## src/rtl/audio_clk_pkg.sv

```systemverilog
// audio_clk_pkg: shared widths, types and increment helpers for audio_clock_divider
package audio_clk_pkg;
  localparam int ACC_W_DEFAULT = 32;
  typedef logic [ACC_W_DEFAULT-1:0] acc_t;
  function automatic longint unsigned calc_inc(input longint unsigned f_out, input longint unsigned f_clk);
    return ((f_out << ACC_W_DEFAULT) + (f_clk >> 1)) / f_clk;
  endfunction
  localparam acc_t INC_1024K = acc_t'(calc_inc(64'd1024000, 64'd100000000));
  localparam acc_t INC_64K = acc_t'(calc_inc(64'd64000, 64'd100000000));
  localparam acc_t INC_32K = acc_t'(calc_inc(64'd32000, 64'd100000000));
endpackage

```

## src/rtl/phase_acc_channel.sv

```systemverilog
// phase_acc_channel: one phase accumulator producing a tick strobe, optional sq under CLKDIV_SQUARE_EN
module phase_acc_channel import audio_clk_pkg::*; #(
  parameter int ACC_W = ACC_W_DEFAULT,
  parameter logic [ACC_W-1:0] INC_DEFAULT = ACC_W'(INC_1024K)
) (
  input  logic             clk,
  input  logic             rst_n,
  input  logic             en,
  input  logic             sync,
  input  logic             wr,
  input  logic [ACC_W-1:0] wr_inc,
`ifdef CLKDIV_SQUARE_EN
  output logic             sq,
`endif
  output logic             tick,
  output logic             pend
);
  logic [ACC_W-1:0] acc, inc, inc_sh;
  logic [ACC_W:0] sum;
  assign sum = {1'b0, acc} + {1'b0, inc};
  // shadowed increments swap in only on overflow so no runt period is emitted
  always_ff @(posedge clk or negedge rst_n) begin
    if (!rst_n) begin
      acc <= '0;
      inc <= INC_DEFAULT;
      inc_sh <= '0;
      pend <= 1'b0;
      tick <= 1'b0;
    end else if (sync) begin
      acc <= '0;
      tick <= 1'b0;
      inc <= wr ? wr_inc : pend ? inc_sh : inc;
      pend <= 1'b0;
    end else if (en) begin
      acc <= sum[ACC_W-1:0];
      tick <= sum[ACC_W];
      if (sum[ACC_W] && pend) begin
        inc <= inc_sh;
        pend <= 1'b0;
      end else if (wr) begin
        inc_sh <= wr_inc;
        pend <= 1'b1;
      end
    end else begin
      tick <= 1'b0;
      if (wr) inc <= wr_inc;
    end
  end
`ifdef CLKDIV_SQUARE_EN
  always_ff @(posedge clk or negedge rst_n) begin
    if (!rst_n) sq <= 1'b0;
    else if (sync) sq <= 1'b0;
    else if (en && sum[ACC_W]) sq <= ~sq;
  end
`endif
endmodule

```

## src/rtl/audio_clock_divider.sv

```systemverilog
// audio_clock_divider: multi-channel fractional clock-enable generator; CLKDIV_SQUARE_EN adds sq outputs
module audio_clock_divider import audio_clk_pkg::*; #(
  parameter int NUM_CH = 3,
  parameter int ACC_W = ACC_W_DEFAULT,
  parameter logic [ACC_W-1:0] INC_DEFAULT = ACC_W'(INC_1024K),
  localparam int CH_W = NUM_CH > 1 ? $clog2(NUM_CH) : 1
) (
  input  logic              clk,
  input  logic              rst_n,
  input  logic [NUM_CH-1:0] ch_en,
  input  logic              sync,
  input  logic              cfg_valid,
  output logic              cfg_ready,
  input  logic [CH_W-1:0]   cfg_ch,
  input  logic [ACC_W-1:0]  cfg_inc,
`ifdef CLKDIV_SQUARE_EN
  output logic [NUM_CH-1:0] sq,
`endif
  output logic [NUM_CH-1:0] tick
);
  logic [NUM_CH-1:0] pend;
  logic [(1<<CH_W)-1:0] pend_pad;
  logic accept;
  // unused channel codes read as never-pending, so writes to them are accepted and dropped
  always_comb begin
    pend_pad = '0;
    pend_pad[NUM_CH-1:0] = pend;
  end
  assign cfg_ready = !pend_pad[cfg_ch];
  assign accept = cfg_valid && cfg_ready;
  for (genvar c = 0; c < NUM_CH; c++) begin : g_ch
    phase_acc_channel #(.ACC_W(ACC_W), .INC_DEFAULT(INC_DEFAULT)) u_ch (
      .clk(clk),
      .rst_n(rst_n),
      .en(ch_en[c]),
      .sync(sync),
      .wr(accept && cfg_ch == CH_W'(c)),
      .wr_inc(cfg_inc),
`ifdef CLKDIV_SQUARE_EN
      .sq(sq[c]),
`endif
      .tick(tick[c]),
      .pend(pend[c])
    );
  end
endmodule
```

## config.mk

```make
export PLATFORM = sky130hd
export DESIGN_NAME = audio_clock_divider
export DESIGN_NICKNAME = d
export VERILOG_FILES = /design/src/rtl/audio_clk_pkg.sv /design/src/rtl/phase_acc_channel.sv /design/src/rtl/audio_clock_divider.sv
export SDC_FILE = /design/constraint.sdc
export NUM_CORES = 1
export LEC_CHECK = 0
export BUFFER_PORTS_ARGS = -buffer_cell sky130_fd_sc_hd__clkbuf_2
export CORE_MARGIN = 2
export CORE_UTILIZATION = 45
export DETAILED_ROUTE_END_ITERATION = 10
export GPL_TIMING_DRIVEN = 0
export MAX_ROUTING_LAYER = met4
export PLACE_DENSITY_LB_ADDON = 0.2
export SYNTH_ARGS = -nofsm -noshare
export SYNTH_HDL_FRONTEND = slang
export SYNTH_SLANG_ARGS = --single-unit
```

## constraint.sdc

```tcl
create_clock -name clk -period 4.8 [get_ports clk]
set_clock_uncertainty 0.1 [all_clocks]
set_input_delay 0.72 -clock clk [delete_from_list [all_inputs] [get_ports clk]]
set_output_delay 0.72 -clock clk [all_outputs]
set_load 0.02 [all_outputs]
```

Word level (Yosys, flattened, before mapping)
Cells that the tools add are included.
W data, S select, Z words.
{"block": "totals", "ff_bits": 294, "inputBits": 41, "out_inout_bits": 4, "word_cells": 102}
{"block": "op_classes", "addsub": 3, "magnitude_cmp": 1, "eq_ne": 8, "n_mux": 44, "n_bitwise": 4, "n_reduce_logical": 27}
{"op": "$mux W32", "n": 24}
{"op": "$add A32 B32 Y33", "n": 3}
{"op": "$mux W1", "n": 19}
{"op": "$ne A3 B1 Y1 const B", "n": 6}
{"op": "$reduce_bool A3 Y1", "n": 6}
{"op": "$reduce_and A4 Y1", "n": 3}
{"op": "$reduce_and A3 Y1", "n": 3}
{"op": "$logic_and A1 B1 Y1", "n": 7}
{"op": "$reduce_and A2 Y1", "n": 3}
{"op": "$reduce_bool A2 Y1", "n": 3}
{"op": "$not A1 Y1", "n": 4}
{"op": "$lt A2 B3 Y1 const B", "n": 1}
{"op": "$bmux W1 S2", "n": 1}
{"op": "$eq A2 B1 Y1 const B", "n": 1}
{"op": "$eq A2 B2 Y1 const B", "n": 1}
{"op": "$logic_not A2 Y1", "n": 1}
{"op": "$logic_not A1 Y1", "n": 1}

Longest topological paths before layout
Gate-level depths: netlist of run 1.
{"block": "depth", "depth_word": 9, "ltp_mapped": 12, "ltp_nobuf": 11}

By module
From an unflattened synthesis of run 1, not the netlist that was laid out.
{"block": "unflattened", "cells_unflattened": 1795, "hier_area_um2": 18888.1}
{"module": "phase_acc_channel at g_ch[1].u_ch ...", "n_inst": 2, "cells_each": 530, "area_each_um2": 5995.8}
{"module": "phase_acc_channel at g_ch[0].u_ch", "n_inst": 1, "cells_each": 729, "area_each_um2": 6841.6}
{"module": "audio_clock_divider", "n_inst": 1, "cells_each": 6, "area_each_um2": 55.1}

Worst setup path before layout of run 1
Ideal clock, no wire load.
{"block": "synth_timing", "path_type": "register to register", "from": "reg g_ch[0].u_ch.acc[0]", "to": "reg g_ch[0].u_ch.inc[11]", "t_arrival_ps": 3009, "slack_ps": 1566, "stages_incl_launch_ff": 13, "n_path_buf": 1, "path_cell_list": "dfrtp_1 ha_1 fa_1 a211oi_2 o21ai_2 a31oi_4 a21o_4 a31oi_2 o41ai_2 nor2b_1 a41o_4 buf_12 mux2_4"}
{"block": "synth_between", "elab_chain_cells": 4}
{"element": "start, declared", "line": "phase_acc_channel.sv:18", "source": "logic [ACC_W-1:0] acc, inc, inc_sh;"}
{"element": "start signal, assigned", "line": "phase_acc_channel.sv:35", "source": "acc <= sum[ACC_W-1:0];"}
{"element": "$add A32 B32 Y33", "line": "phase_acc_channel.sv:20", "source": "assign sum = {1'b0, acc} + {1'b0, inc};"}
{"element": "$logic_and A1 B1 Y1", "line": "phase_acc_channel.sv:37", "source": "if (sum[ACC_W] && pend) begin"}
{"element": "$ne A3 B1 Y1 (no source line)"}
{"element": "$reduce_and A3 Y1 (no source line)"}
{"element": "end signal, assigned", "line": "phase_acc_channel.sv:32", "source": "inc <= wr ? wr_inc : pend ? inc_sh : inc;"}
{"element": "end signal, assigned", "line": "phase_acc_channel.sv:38", "source": "inc <= inc_sh;"}
{"element": "end signal, assigned", "line": "phase_acc_channel.sv:46", "source": "if (wr) inc <= wr_inc;"}
{"element": "end, declared", "line": "phase_acc_channel.sv:18"}
Every way passes these cells.
A chain may end at the register's enable or synchronous reset.

Worst setup path in the final report of run 1
{"block": "layout_timing", "from": "reg g_ch[1].u_ch.inc[0]", "to": "reg g_ch[1].u_ch.inc[2]"}
{"block": "layout_between", "elab_chain_cells": 4}
{"element": "start, declared", "line": "phase_acc_channel.sv:18"}
{"element": "start signal, assigned", "line": "phase_acc_channel.sv:32"}
{"element": "start signal, assigned", "line": "phase_acc_channel.sv:38"}
{"element": "start signal, assigned", "line": "phase_acc_channel.sv:46"}
{"element": "$add A32 B32 Y33", "line": "phase_acc_channel.sv:20"}
{"element": "$logic_and A1 B1 Y1", "line": "phase_acc_channel.sv:37"}
{"element": "$ne A3 B1 Y1 (no source line)"}
{"element": "$reduce_and A3 Y1 (no source line)"}
Every way passes these cells.

==> results of run 1 <==
-- worst max path at each step --
stage	from	slack, ps	endpoint
after floorplan	g_ch[0].u_ch.acc[0]$_DFFE_PN0P_	1570	g_ch[0].u_ch.inc[11]$_DFFE_PN0P_
after global placement	rst_n	-3640	g_ch[1].u_ch.acc[27]$_DFFE_PN0P_
after detailed placement	g_ch[1].u_ch.inc[0]$_DFFE_PN1P_	880	g_ch[1].u_ch.inc[3]$_DFFE_PN0P_
after CTS	g_ch[1].u_ch.inc[0]$_DFFE_PN1P_	850	g_ch[1].u_ch.inc[6]$_DFFE_PN0P_
after global routing	g_ch[1].u_ch.inc[0]$_DFFE_PN1P_	670	g_ch[1].u_ch.inc[3]$_DFFE_PN0P_
final	g_ch[1].u_ch.inc[0]$_DFFE_PN1P_	890	g_ch[1].u_ch.inc[2]$_DFFE_PN0P_
-- layout by cell type, fill, tap and decap left out, drive strengths merged, types with 17 or more instances in the layout --
cell type and n:
a31oi 17, xor2 23, ha 96, nor3 18, nand3 19, nor2b 23, o21ai 63, buf 33
mux2 289, dfstp 42, xnor2 46, inv 19, mux2i 53, dfrtp 252, nand2b 20, nand2 82
a211oi 28, clkbuf 133, a21oi 90, nor2 132, a21o 48
-- layer usage --
layer,up-vias,wire [um],GRT usage [%],part of all wire (%)
met5,-,0,-,0
met3,71,1390,2.33,3.3
met4,0,956,5.25,2.3
li1,5964,-,-,-
met1,6131,19700,28.8,47
met2,232,19500,34.5,47
-- worst reg2reg max path, stage by stage (launching register included) --
cell,delay (ps)
dfstp_2,530
ha_1,200
fa_1,250
a211oi_1,110
o21ai_0,310
nand3_1,170
a21oi_1,280
nor4b_1,90
nor2_1,290
a41oi_1,270
o21ai_1,450
buf_2,360
mux2_2,370
-- logic make-up after synthesis --
logic type | synth area share, %
fa+ha+maj | 7.18
compound gates | 13.1
xor+xnor | 3.44
mux | 22.2
flops | 42.2
simple gates | 9.29
buf+inv | 2.53
-- sequential cells by signal, summed over array words and instances, names as in the netlist --
| signal | cells |
|---|---|
| g_ch.u_ch.acc | 96 |
| g_ch.u_ch.inc | 96 |
| g_ch.u_ch.inc_sh | 96 |
| g_ch.u_ch.pend | 3 |
| g_ch.u_ch.tick | 3 |
-- stage by stage --
stage / setup WS, ps / util, % / std cells / total power, W / cell area, um2
finish: 890 / 51.1 / 2208 / 0.0119 / 19700
global route: 671 / 51.1 / 2208 / 0.0128 / 19700
CTS: 852 / 51.1 / 2207 / 0.0120 / 19700
detailed placement: 881 / 47.9 / 2145 / 0.00914 / 18500
global placement: -3640 / 47.8 / 2143 / 0.00899 / 18400
floorplan: 1570 / - / 1582 / 0.00805 / 17600
-- power by group through the flow --
stage               logic [W]  registers (W)  clock network [W]
floorplan             0.00423        0.00382                  0
global placement      0.00500        0.00399                  0
detailed placement    0.00512        0.00402                  0
CTS                   0.00516        0.00399            0.00283
global route          0.00579        0.00411            0.00294
finish                0.00517        0.00399            0.00277
-- area by class of cell --
class | instances | share of cell area, %
diodes | 1 | 0.0127
clock buffers | 47 | 5.20
well taps | 518 | 3.29
repair buffers | 45 | 1.42
clock inverters | 15 | 0.934
multi-input cells | 1196 | 49.3
inverters | 18 | 0.343
flip-flops and latches | 294 | 37.6
plain buffers | 74 | 1.91
==> results.yml, run 1 <==
run_status:
  status: "finished clean"
die:
  ios: 45
  start_util_pct: 45.5
  die_h_um: 202
  fp-row-count: 72
  dieWidth_um: 202
  core_um2: 38600
  die-area_um2: 40600
clocking:
  cts_made_buffers: 35
  cts_root_buf: "clkbuf_16"
  cts-resized-gates: 0
  ctsHoldBuffers: 0
  htreeDepth: 2
  clock_latency_ps: 510
  cts.sinks: 294
  clock_path_buffers: 3
  cts_tree: "yes"
  postCtsSetupRepairBufs: 0
  clk_pin_slew_ps: 60
finish:
  nNetsFinal: 1804
  fillers: 3535
  layout-drive-gt1-share_pct: 26.2
  area_delta_synth_final_pct: 12.2
  multiInputGateArea_um2: 9700
  register_area_um2: 7410
timing:
  final-hold-violation-count: 0
  fmax_mhz: 256
  rsz0062_at_grt: "false"
  fin_hold_ws_ps: 182
  tightest_slew_ps: 926
  min_period_ps: 3910
  slew_headroom_pct: 38.0
  fin_crit_sh_pct: 81.5
  slew_viol_final: 0
  tns_ps: 0
  setup_viol: 0
grt:
  grt_pass1_wl_um: 67900
  grt_pass1_vias: 12504
  track_usage_pct: 21.3
  grt_max_degree: 106
  antenna_found_initial: 1
  gr-total-overflow: 0
synth:
  syn_inst: 1582
  synth.top_cells.by_area: "dfrtp_1, mux2_2, ha_1, dfstp_2, mux2i_1"
  syn-num-nets: 1722
  synth_area_per_cell_um2: 11.1
  synth_edf_count: 0
  synth_top_cell_area_share_pct: 35.9
  synth.ff_latch_count: 294
  synth_top_area_cell: "dfrtp_1"
  synth_common_cells: "dfrtp_1, mux2_2, nor2_1"
  synth_cell_types: 82
  yosysMostFrequentCell: "dfrtp_1"
  synthesis.area_um2: 17600
  async_reset_ff_share_pct: 100
  yosysSeqAreaShare_pct: 42.2
  synthFlopType: "dfrtp_1"
  synth_warnings: 0
critical_path:
  path_cells: "ha_1 -> fa_1 -> a211oi_1 -> o21ai_0 -> nand3_1 -> a21oi_1 -> nor4b_1 -> nor2_1 -> a41oi_1 -> o21ai_1 -> buf_2 -> mux2_2"
  r2r-start: "g_ch[1].u_ch.inc[0]$_DFFE_PN1P_"
  path_buf_inv: 1
  critPathArrivalTime_ps: 4200
  critPathLaunchType: "register"
  cp.required_ps: 5090
  critPathSlowestCell: "dfstp_2"
  end_kind: "register"
  critical-path-max-stage-delay_ps: 530
  path_class: "register to register"
  r2r_slack_ps: 890
  critical-path-top-delay-family: "compound AO/OA/AOI/OAI gates"
  rr_worst_depth: 12
  r2r_end: "g_ch[1].u_ch.inc[2]$_DFFE_PN0P_"
  critPathMaxFanout: 10
  worst-path-stages: 12
pwr:
  p_int_w: 0.00762
  power_density_nw_per_um2: 606
  power.clock.fraction_pct: 23.2
  switching_share_pct: 36.1
  power.net_switching_w: 0.00431
  p_leak_nw: 9.10
  seq_power_share_pct: 33.4
  p_comb_share_pct: 43.4
  peakVddDrop_v: 0.000261
drt:
  ant_nets: 0
  drtIter0Drc: 594
  wirelength_um: 41500
  wire_per_inst_um: 18.8
  drc_errors: 0
  vias_per_cell: 5.62
  drtPass1Iterations: 5
  vias: 12398
placement:
  hpwlAfterDp_um: 30500
  numPortBuffers: 43
  place.gp.congestion: 0.895
flow_run:
  maxCapViolCount: 0
worst_hold_path:
  hold_class: "primary input to async pin"
Power figures use the tool's default switching activity.
==> run 2: changes to the inputs <==
==> constraint.sdc (replaced) <==
create_clock -name clk -period 3.65 [get_ports clk]
set_clock_uncertainty 0.1 [all_clocks]
set_input_delay 0.5475 -clock clk [delete_from_list [all_inputs] [get_ports clk]]
set_output_delay 0.5475 -clock clk [all_outputs]
set_load 0.02 [all_outputs]
==> run 2 against run 1 <==
  * Flip-flop and latch count did not move
  * Sequential power rose by 32%
  * Sequential share of layout area fell by 0.24 points
  * Combinational power rose by 33%
  * Non-clock buffer count rose by 6
  * Via count rose by 0.13%
  * Global-route usage barely moved
  * Critical path depth rose by 1
  * Largest power group unchanged
==> results.yml, run 2 (synthesis gave the netlist of run 1 again) <==
timing:
  slew_headroom_pct: 37.0
  min_period_ps: 3540
  slew_viol_final: 0
  final-hold-violation-count: 0
  fmax_mhz: 282
  fin_crit_sh_pct: 97.0
  tightest_slew_ps: 942
  setup_viol: 0
  rsz0062_at_grt: "false"
  fin_hold_ws_ps: 8.87
pwr:
  power.net_switching_w: 0.00570
  power_density_nw_per_um2: 795
  seq_power_share_pct: 33.3
  power.clock.fraction_pct: 23.0
  peakVddDrop_v: 0.000343
  p_int_w: 0.0101
  p_leak_nw: 9.14
  p_comb_share_pct: 43.7
  switching_share_pct: 36.2
grt:
  gr-total-overflow: 0
  track_usage_pct: 21.4
  antenna_found_initial: 1
  grt_max_degree: 106
  grt_pass1_wl_um: 68000
  grt_pass1_vias: 12524
die:
  die_h_um: 202
  start_util_pct: 45.5
  die-area_um2: 40600
  core_um2: 38600
  fp-row-count: 72
  ios: 45
  dieWidth_um: 202
clocking:
  cts.sinks: 294
  cts_tree: "yes"
  clock_latency_ps: 510
  clk_pin_slew_ps: 60
  ctsHoldBuffers: 0
  cts_root_buf: "clkbuf_16"
  htreeDepth: 2
  clock_path_buffers: 3
  cts_made_buffers: 35
drt:
  ant_nets: 0
  drtPass1Iterations: 5
  wirelength_um: 41500
  vias: 12414
  vias_per_cell: 5.61
  wire_per_inst_um: 18.8
  drtIter0Drc: 606
  drc_errors: 0
placement:
  placed_cell_area_um2: 18500
  numPortBuffers: 43
  hpwlAfterDp_um: 30500
  place.gp.congestion: 0.895
critical_path:
  critPathMaxFanout: 10
  path_class: "register to register"
  critPathSlowestCell: "dfstp_2"
  rr_worst_depth: 13
  critical-path-max-stage-delay_ps: 530
  cp.required_ps: 3930
  critPathLaunchType: "register"
  path_cells: "ha_2 -> fa_2 -> a21oi_1 -> o22ai_2 -> a21oi_4 -> o31a_1 -> a21oi_2 -> a41o_1 -> a21oi_2 -> o311ai_4 -> buf_12 -> buf_6 -> mux2_1"
  end_kind: "register"
  critPathArrivalTime_ps: 3830
  crit_top_cell: "a21oi_2"
finish:
  final_cell_mix: "dfrtp_1, mux2_2, nor2_1"
  final_area_um2: 19800
  nNetsFinal: 1810
  layout_commonest_cell: "dfrtp_1"
  area_delta_synth_final_pct: 12.9
  layout-drive-gt1-share_pct: 27.0
  final_util_pct: 51.4
  top_regs: "g_ch.u_ch.acc (96), g_ch.u_ch.inc (96), g_ch.u_ch.inc_sh (96)"
worst_hold_path:
  hold_class: "primary input to async pin"
flow_run:
  maxCapViolCount: 0
run_status:
  status: "finished clean"
## run 2: changes by cell type in the layout (fill, tap and decap cells not counted), moves of 2 or more
cell,before,now
a41oi_1,2,0
a41oi_2,0,2
buf_4,3,9
fa_1,3,1
fa_2,0,2
o21ai_0,60,58
## run 2: layer usage
layer | track usage, % | up-vias | wire length (um) | share of wire, %
li1 | - | 5984 | - | -
met1 | 28.9 | 6143 | 19500 | 47
met2 | 34.6 | 221 | 19700 | 47
met3 | 2.33 | 66 | 1410 | 3.4
met4 | 5.25 | 0 | 911 | 2.2
met5 | - | - | 0 | 0
## run 2: worst paths after layout
| check | from | end | slack (ps) |
|---|---|---|---|
| setup / recovery | g_ch[2].u_ch.inc[0]$_DFFE_PN1P_ | g_ch[2].u_ch.inc[8]$_DFFE_PN0P_ | 110 |
| hold / removal | rst_n | g_ch[0].u_ch.acc[21]$_DFFE_PN0P_ | 9 |
| setup reg to reg | g_ch[2].u_ch.inc[0]$_DFFE_PN1P_ | g_ch[2].u_ch.inc[8]$_DFFE_PN0P_ | 110 |
| hold reg to reg | g_ch[1].u_ch.acc[29]$_DFFE_PN0P_ | g_ch[1].u_ch.acc[29]$_DFFE_PN0P_ | 390 |
| max in group asynchronous | rst_n | g_ch[1].u_ch.inc[26]$_DFFE_PN0P_ | 2430 |
| min in group clk | cfg_inc[31] | g_ch[1].u_ch.inc_sh[31]$_DFFE_PN0P_ | 290 |
## run 2: final cells by class
class                   count  area [um2]
fillers                  3517       18700
multi-input cells        1196        9770
flip-flops and latches    294        7410
clock buffers              47        1020
well taps                 518         648
plain buffers              74         379
repair buffers             51         337
clock inverters            15         184
inverters                  18        67.6
diodes                      1        2.50
## run 2: critical path, delay by kind of cell, from the launching register on
| family | cells | cell delay [ps] |
|---|---|---|
| AO/OA/AOI/OAI | 8 | 1660 |
| flip-flops | 1 | 530 |
| adder cells (fa/ha/maj) | 2 | 450 |
| multiplexers | 1 | 340 |
| buffers and inverters | 2 | 340 |
## run 2: stage by stage
step	total power (W)	setup WS [ps]	std cells	TNS, ps
floorplan	0.0106	416	1582	0
global placement	0.0118	-4620	2143	-1262940
detailed placement	0.0120	-269	2145	-7930
CTS	0.0158	1.56	2211	0
global route	0.0170	4.54	2214	0
finish	0.0158	109	2214	0
## run 2: timing repair
action                     CTS  global route
setup endpoints to repair   60            94
pin swaps                    3             4
buffers inserted             4             2
resized for setup            3            12
## run 2: power by group through the flow
stage          clock [W]  combinational [W]  sequential, W
2_1_floorplan          0            0.00556        0.00502
3_3_place_gp           0            0.00657        0.00525
3_5_place_dp           0            0.00673        0.00529
4_1_cts          0.00373            0.00680        0.00525
5_1_grt          0.00386            0.00769        0.00540
6_report         0.00363            0.00688        0.00525
==> run 3: changes to the inputs <==
--- a/config.mk
+++ b/config.mk
@@ -6,7 +6,7 @@
 export NUM_CORES = 1
 export LEC_CHECK = 0
 export BUFFER_PORTS_ARGS = -buffer_cell sky130_fd_sc_hd__clkbuf_2
-export CORE_MARGIN = 2
+export CORE_MARGIN = 1
 export CORE_UTILIZATION = 45
 export DETAILED_ROUTE_END_ITERATION = 10
 export GPL_TIMING_DRIVEN = 0
==> run 3 against run 2 <==
  * First-iteration DRC count grew 25%
  * Wire length up 1.5%
  * Utilization grew 0.86 points
==> results.yml, run 3 (synthesis gave the netlist of run 1 again) <==
timing:
  fin_hold_ws_ps: 299
  tns_ps: 0
  final-hold-violation-count: 0
  min_period_ps: 3590
  final.setup.worst_slack_ps: 59.1
  fin_crit_sh_pct: 98.4
  slew_headroom_pct: 33.3
  fmax_mhz: 278
  slew_viol_final: 0
  setup_viol: 0
  tightest_slew_ps: 1000
grt:
  grt_pass1_wl_um: 68300
  grt_pass1_vias: 12484
  grt_max_degree: 111
  antenna_found_initial: 0
  track_usage_pct: 22.7
  gr-total-overflow: 0
finish:
  multiInputGateArea_um2: 9770
  area_delta_synth_final_pct: 13.2
  nNetsFinal: 1810
  final_area_um2: 19900
  layout-drive-gt1-share_pct: 26.7
  register_area_um2: 7410
  diodes: 0
  top_regs: "g_ch.u_ch.acc (96), g_ch.u_ch.inc (96), g_ch.u_ch.inc_sh (96)"
  layout_commonest_cell: "dfrtp_1"
  fillers: 3446
  final_cell_mix: "dfrtp_1, mux2_2, nor2_1"
die:
  die-area_um2: 39800
  core_um2: 38000
  ios: 45
  fp-row-count: 71
  start_util_pct: 46.2
  die_h_um: 200
  dieWidth_um: 200
critical_path:
  critPathLaunchType: "register"
  cp.required_ps: 3950
  critPathArrivalTime_ps: 3890
  r2r_slack_ps: 60
  end_kind: "register"
  critPathSlowestCell: "dfstp_2"
  path_class: "register to register"
  critPathMaxFanout: 10
  critical-path-max-stage-delay_ps: 540
  path_cells: "ha_1 -> fa_1 -> a211oi_1 -> o21ai_0 -> nand3_1 -> a21oi_2 -> nor4b_2 -> nor2_2 -> a41oi_2 -> o21ai_4 -> buf_4 -> mux2_2"
pwr:
  seq_power_share_pct: 33.1
  power.net_switching_w: 0.00573
  p_int_w: 0.0101
  switching_share_pct: 36.1
  p_leak_nw: 9.17
  peakVddDrop_v: 0.000378
  power.clock.fraction_pct: 23.5
  p_comb_share_pct: 43.4
  finalPower_w: 0.0159
  power_density_nw_per_um2: 798
clocking:
  cts_root_buf: "clkbuf_16"
  cts_tree: "yes"
  clock_latency_ps: 520
  cts_made_buffers: 34
  htreeDepth: 2
  clk_pin_slew_ps: 60
  clock_path_buffers: 3
  cts.sinks: 294
drt:
  ant_nets: 0
  vias_per_cell: 5.65
  drc_errors: 0
  drtPass1Iterations: 5
  wirelength_um: 42100
  drtIter0Drc: 757
  vias: 12469
  wire_per_inst_um: 19.1
placement:
  hpwlAfterDp_um: 30700
  numPortBuffers: 43
  dpl_worst_slack_ps: -320
  place.gp.congestion: 0.909
  placed_cell_area_um2: 18500
flow_run:
  maxCapViolCount: 0
worst_hold_path:
  hold_class: "primary input to register"
run_status:
  status: "finished clean"
==> run 3: worst paths after layout <==
check | endpoint | depth (start not counted) | startpoint
max | g_ch[1].u_ch.inc[1]$_DFFE_PN0P_ | 12 | g_ch[1].u_ch.inc[0]$_DFFE_PN1P_
min | g_ch[2].u_ch.inc_sh[22]$_DFFE_PN0P_ | 2 | cfg_inc[22]
max reg2reg | g_ch[1].u_ch.inc[1]$_DFFE_PN0P_ | 12 | g_ch[1].u_ch.inc[0]$_DFFE_PN1P_
min reg2reg | g_ch[1].u_ch.acc[29]$_DFFE_PN0P_ | 1 | g_ch[1].u_ch.acc[29]$_DFFE_PN0P_
max in group asynchronous | g_ch[1].u_ch.inc[20]$_DFFE_PN1P_ | 5 | rst_n
min in group asynchronous | g_ch[0].u_ch.acc[6]$_DFFE_PN0P_ | 2 | rst_n
==> run 3: routing by layer <==
layer,GRT usage (%),share of wire (%),vias up
li1,-,-,5977
met1,30.6,48,6194
met2,36.1,46,233
met3,2.67,3.3,65
met4,5.80,2.3,0
met5,-,0,-
==> run 3: worst max-delay path: cells and delay by family (launching register included) <==
kind / cells / cell delay [ps]
AO/OA/AOI/OAI: 5 / 1230
flip-flops: 1 / 540
AND/OR/NAND/NOR: 3 / 530
adder cells (fa/ha/maj): 2 / 460
multiplexers: 1 / 350
buffers and inverters: 1 / 250
==> run 3: layout make-up <==
| type | count | share of cell area [%] |
|---|---|---|
| flip-flops and latches | 294 | 37.3 |
| well taps | 511 | 3.22 |
| plain buffers | 74 | 1.93 |
| multi-input cells | 1196 | 49.2 |
| clock inverters | 11 | 0.982 |
| clock buffers | 51 | 5.23 |
| inverters | 18 | 0.340 |
| repair buffers | 52 | 1.84 |
==> run 3: power by group through the flow <==
stage,clock network [W],logic (W),registers (W)
after floorplan,0,0.00556,0.00502
after global placement,0,0.00656,0.00525
after detailed placement,0,0.00673,0.00529
after CTS,0.00383,0.00681,0.00525
after global routing,0.00396,0.00770,0.00539
final,0.00373,0.00688,0.00524
==> run 3: what timing repair did <==
action / CTS / global route
pin swaps: 3 / 5
endpoints found under the hold margin: 29 / 0
endpoints found under the setup margin: 62 / 90
buffers inserted: 3 / 2
gates resized for setup: 7 / 9
hold buffers: 1 / 0
==> run 3: stage by stage <==
step                std cells  utilization (%)
floorplan                1582                -
detailed placement       2139             48.7
global route             2207             52.3
CTS                      2205             52.1
global placement         2136             48.4
finish                   2207             52.3
